==> src/rtl/demux_rr_dispatcher.sv <==
// demux_rr_dispatcher
//  Single-entry dispatcher that takes one valid/ready item stream and steers
//  each item to one of four consumers via the demux select {s1,s0}.
//  Destinations rotate round-robin over enabled channels, MAX_BURST items
//  per channel before moving on.
//  Optional feature: define DEMUX_RETARGET_EN to move an item that has been
//  stalled for TIMEOUT cycles to the next enabled channel.
//
//  Handshake: a transfer happens on a rising clk edge where valid and ready
//  are both high; valid never waits on ready, and a presented item (out_data,
//  {s1,s0}) holds steady until its consumer takes it.
module demux_rr_dispatcher #(
    parameter int DATA_W    = 8,
    parameter int MAX_BURST = 2,
    parameter int TIMEOUT   = 8
) (
    input  logic              clk,
    input  logic              rst,
    input  logic [3:0]        ch_en,
    input  logic              in_valid,
    input  logic [DATA_W-1:0] in_data,
    output logic              in_ready,
    output logic              s1,
    output logic              s0,
    output logic [3:0]        out_valid,
    output logic [DATA_W-1:0] out_data,
    input  logic [3:0]        out_ready,
    output logic              retarget
);

    localparam logic [0:0] EMPTY = 1'b0;
    localparam logic [0:0] FULL  = 1'b1;
    localparam int BW = (MAX_BURST > 1) ? $clog2(MAX_BURST) : 1;

    logic [0:0]        state;
    logic [1:0]        sel;
    logic [1:0]        ptr;
    logic [1:0]        dest;
    logic [BW-1:0]     burst_cnt;
    logic [BW-1:0]     eff_cnt;
    logic              last_in_burst;
    logic [DATA_W-1:0] hold;
    logic              fire;
    logic              accept;
    logic              timeout_hit;

    assign fire     = (state == FULL) & out_ready[sel];
    assign in_ready = (|ch_en) & ((state == EMPTY) | fire);
    assign accept   = in_valid & in_ready;

    assign s1        = sel[1];
    assign s0        = sel[0];
    assign out_data  = hold;
    assign out_valid = (state == FULL) ? (4'd1 << sel) : 4'd0;

    // First enabled channel at or after ptr, searching cyclically.
    always_comb begin
        logic [1:0] idx;
        dest = ptr;
        idx  = ptr;
        for (int i = 3; i >= 0; i--) begin
            idx = ptr + 2'(i);
            if (ch_en[idx]) dest = idx;
        end
    end

    // If ptr's channel was skipped, the item opens a fresh burst on dest,
    // so it counts as the first item of that burst rather than continuing
    // a count that belonged to another channel.
    always_comb begin
        eff_cnt       = (dest == ptr) ? burst_cnt : '0;
        last_in_burst = (32'(eff_cnt) == MAX_BURST - 1);
    end

`ifdef DEMUX_RETARGET_EN
    localparam int WW = $clog2(TIMEOUT);

    logic [WW-1:0] wait_cnt;
    logic [1:0]    nxt;
    logic          other_en;
    logic          retarget_q;

    // Next enabled channel strictly after the current destination.
    always_comb begin
        logic [1:0] idx;
        nxt      = sel;
        other_en = 1'b0;
        idx      = sel;
        for (int i = 3; i >= 1; i--) begin
            idx = sel + 2'(i);
            if (ch_en[idx]) begin
                nxt      = idx;
                other_en = 1'b1;
            end
        end
    end

    assign timeout_hit = (state == FULL) & ~fire & (32'(wait_cnt) == TIMEOUT - 1) & other_en;
    assign retarget    = retarget_q;

    // Stall counter; saturates so a retarget still happens once another channel is enabled.
    always_ff @(posedge clk or posedge rst) begin
        if (rst) begin
            wait_cnt   <= '0;
            retarget_q <= 1'b0;
        end else begin
            retarget_q <= timeout_hit;
            if ((state != FULL) || fire || timeout_hit) begin
                wait_cnt <= '0;
            end else if (32'(wait_cnt) != TIMEOUT - 1) begin
                wait_cnt <= wait_cnt + 1'b1;
            end
        end
    end
`else
    assign timeout_hit = 1'b0;
    assign retarget    = 1'b0;
`endif

    // Hold register, select, round-robin pointer and burst bookkeeping.
    always_ff @(posedge clk or posedge rst) begin
        if (rst) begin
            state     <= EMPTY;
            hold      <= '0;
            sel       <= 2'd0;
            ptr       <= 2'd0;
            burst_cnt <= '0;
        end else begin
            if (accept) begin
                state <= FULL;
            end else if (fire) begin
                state <= EMPTY;
            end

            if (accept) begin
                hold <= in_data;
                sel  <= dest;
                if (last_in_burst) begin
                    ptr       <= dest + 2'd1;
                    burst_cnt <= '0;
                end else begin
                    ptr       <= dest;
                    burst_cnt <= eff_cnt + 1'b1;
                end
            end
`ifdef DEMUX_RETARGET_EN
            else if (timeout_hit) begin
                sel       <= nxt;
                ptr       <= nxt + 2'd1;
                burst_cnt <= '0;
            end
`endif
        end
    end

endmodule

==> config.mk <==
export PLATFORM = sky130hd
export DESIGN_NAME = demux_rr_dispatcher
export DESIGN_NICKNAME = d
export VERILOG_FILES = /design/src/rtl/demux_rr_dispatcher.sv
export SDC_FILE = /design/constraint.sdc
export NUM_CORES = 1
export LEC_CHECK = 0
export ABC_AREA = 1
export CAP_MARGIN = 10
export CORE_MARGIN = 10
export CORE_UTILIZATION = 25
export CTS_CLUSTER_SIZE = 30
export DETAILED_ROUTE_END_ITERATION = 16
export GPL_TIMING_DRIVEN = 0
export SYNTH_ARGS = -nofsm -noshare
export SYNTH_HDL_FRONTEND = slang
export SYNTH_SLANG_ARGS = --single-unit
export TNS_END_PERCENT = 30
==> constraint.sdc <==
create_clock -name clk -period 3.6 [get_ports clk]
set_input_delay 0.54 -clock clk [delete_from_list [all_inputs] [get_ports clk]]
set_output_delay 0.54 -clock clk [all_outputs]
set_load 0.05 [all_outputs]
==> results list <==
* Outcome: completed
- Primary FF master, synth: dfrtp_1
- In the synthesized netlist, the number of instances is 140.
- In the routed design, unresolved DRC markers number 0.
* Die Y-Extent: 81.1 µm
- The region available for standard cell placement spans 0.00363 mm².
* Count of input and output buffers: 33
- Synth-to-Final Area Change: 47.7%
* Wire length of the first global-routing pass: 3920 µm
* Crit path required time: 3060 ps
- Critical path type: in2out
- Sink count of the clock tree: 14
- Total number of H-tree levels: 1
- In the final design database the tool counted 197 nets.
* Total CTS buffers: 3
* Ranking of synthesized cells by instance count: nand2_1 (62), inv_1 (17), dfrtp_1 (14), nand3_1 (10)
- Max-Slew Margin vs Limit: 0.657
* Wirelength per Cell: 10.3 µm
* Total wirelength of the detailed-routed design: 2320 µm
- Worst skew pair latency: 250 ps
* Vias per inst: 4.08
- Number of global-route vias before repair: 887
- 0 antenna diodes ended up in the layout.
- Setup repair after global routing left no endpoint under its margin.
* Core Rows: 22
- Data arrival time at the worst-slack endpoint: 2160 ps
- The netlist uses 21 different library cells.
* Total die area: 0.00658 mm²
- The total overflow left after global routing is 0.
* Master of the slowest instance on the critical path: clkdlybuf4s50_1
* Final Wtd Congestion: 0.808
- Fraction of final layout cells sized beyond drive strength 1: 0.119
* HPWL after DPL: 1880 µm
* Clock Tree Root: clkbuf_8
- STA classifies the critical path startpoint as an input pin.
* Final critical-path share of the clock period: 0.749
- TNS Setup: 0 ps
* Biggest area consumer among synthesized cells: dfrtp_1
- CP bufs+invs: 3
* CTS tree: yes
- I/O pin cnt: 35
- In this run the mean area of a mapped cell was 6.68 µm².
- Count of endpoints failing setup in the final report: 0
* Initial antenna violation count: 0
- The Yosys step of the flow raised 0 warnings.
* Total vias in the final route: 918
- Syn nets: 159
- Of the synthesized area, sequential elements account for 0.375.
- Critical path, cell by cell: clkdlybuf4s50_1, nand3_1, nand4_1, nand2_1, inv_1, clkdlybuf4s50_1
- Before antenna repair, the detailed router went through 4 iterations.
- Of the post-synthesis cell area, the dominant cell type holds 0.375.
* Number of buffers inserted by post-CTS setup repair: 0
- Maximum capacitance violations: 0
* Clock skew: 3.96 ps
* Kind of end point of the critical path: output port
- The final count of hold timing violations was 0.
- Among the stages of the critical path, the cell type that occurs most often is clkdlybuf4s50_1.
* Maximum fanout along the worst path: 2
- Number of flops mapped to enable cells by yosys: 0
- Maximum number of pins on one net before global-route repair: 15
- The routed design could run at a clock period as short as 2700 ps.
- Worst vdd ir: 0.000346 V
* Die W: 81.1 µm
- # resized after CTS: 0
- After synthesis, the share of flip-flops with an asynchronous set or reset is 1.00.
- Cell count after placement: 221
- Static timing analysis puts the maximum clock frequency at 371 MHz.
- For this block, the initial DRC count from the detailed router was 69.
* Flip-flop and latch count after synthesis: 14
- CTS clock-pin slew for the worst setup and hold paths: 50 ps
* Post-synthesis instance area: 935 µm²
* Total GRT Usage: 0.0742
* PnR Total Power: 1.44 mW
- For this design the ratio of total power to cell area is 1040 mW/mm².
- Leakage power figure: 0.709 nW
- Synth top area cells: dfrtp_1 (37%), nand2_1 (25%), inv_1 (6.8%)
* Count of fill cells added during filler insertion: 400
- Non-filler cells in the finished layout: 225
- The number of hold buffers added after CTS was 0.
- The largest single stage delay on the critical path is 810 ps.
* Antenna-violating nets left: 0
- Cell family contributing the most delay on the critical path: buffers and inverters
* Clock Tree Buf Depth: 2
* Worst slew pin tran: 512 ps
* Dominant cell by count in the synthesized netlist: nand2_1
* Pins over their slew limit: 0
- Starting density of the core: 0.257
- The min-delay analysis places its worst path in the category reg2reg.
==> worst register-to-register path, cell delays in order, from the launching register on <==
cell,delay (ps)
dfrtp_1,460
inv_2,120
nand2_2,90
nand2_4,60
nand2_4,60
nand2_1,50
nor2_1,80
nand2_1,70
nand2_2,70
nand2_2,60
nand3_2,80
nand3_2,100
nand2_1,70
nand2_1,50
nand2_1,50
nand2_1,40
==> power breakdown <==
part,switching [mW],total (mW),internal (mW),leakage [nW]
registers,0.0528,0.287,0.235,0.172
logic,0.666,0.999,0.334,0.508
clock network,0.0542,0.151,0.0968,0.0288
total,0.773,1.44,0.665,0.709
==> cell usage in the layout, fill, tap and decap left out <==
cell              n
nand2_1          62
clkdlybuf4s50_1  33
inv_1            17
dfrtp_1          14
nand3_1          10
nand2_2           4
o21ai_1           4
nor2_1            4
nor3_1            4
clkbuf_8          4
nand2_4           3
o21ai_0           3
inv_2             2
nand4_1           2
buf_4             2
nand3_2           2
a31oi_1           1
buf_2             1
buf_6             1
inv_8             1
nand3b_1          1
a21oi_2           1
conb_1            1
==> kinds of logic after synthesis <==
group	count (synthesis)	synth area share
buf+inv	24	0.122
other cells	1	0.00401
flops	14	0.375
compound gates	9	0.0535
simple gates	92	0.446
==> metrics by stage <==
step | hold WS [ps] | area [µm²] | utilization | setup WS [ps]
6_report | 473 | 1380 | 0.380 | 903
3_3_place_gp | 461 | 1330 | 0.365 | 880
2_1_floorplan | 429 | 935 | - | 1090
3_5_place_dp | 467 | 1330 | 0.365 | 896
4_1_cts | 480 | 1380 | 0.380 | 886
5_1_grt | 509 | 1380 | 0.380 | 766
==> worst paths after layout <==
path,from,slack [ps],depth (start not counted),endpoint
worst max-delay path,out_ready[2],900,6,in_ready
worst min-delay path,out_data[7]$_DFFE_PP0P_,470,2,out_data[7]$_DFFE_PP0P_
worst max register to register,ptr[1]$_DFFE_PP0P_,1990,15,ptr[0]$_DFFE_PP0P_
worst min register to register,out_data[7]$_DFFE_PP0P_,470,2,out_data[7]$_DFFE_PP0P_
max in group asynchronous,rst,2640,2,out_data[5]$_DFFE_PP0P_
min in group asynchronous,rst,620,2,out_data[4]$_DFFE_PP0P_
==> final cells by class <==
type                       count  area [µm²]  share of cell area
clock buffer                   4        55.1              0.0399
buffer                         4        31.3              0.0227
multi-input combinational    102         470               0.341
inverter                      20        82.6              0.0598
sequential                    14         350               0.254
timing repair buffer          33         330               0.239
tap                           48        60.1              0.0435
==> sequential cells by signal, summed over array words and instances (netlist names) <==
| register | count |
|---|---|
| out_data | 8 |
| state | 1 |
| sel | 2 |
| burst_cnt | 1 |
| ptr | 2 |
==> metal layers <==
metal  global-route usage  wire length, µm
met4               0.0156               10
met2                0.122             1080
met5                    0                0
met1               0.0882             1030
met3               0.0320              193
Power figures use the tool's default switching activity.
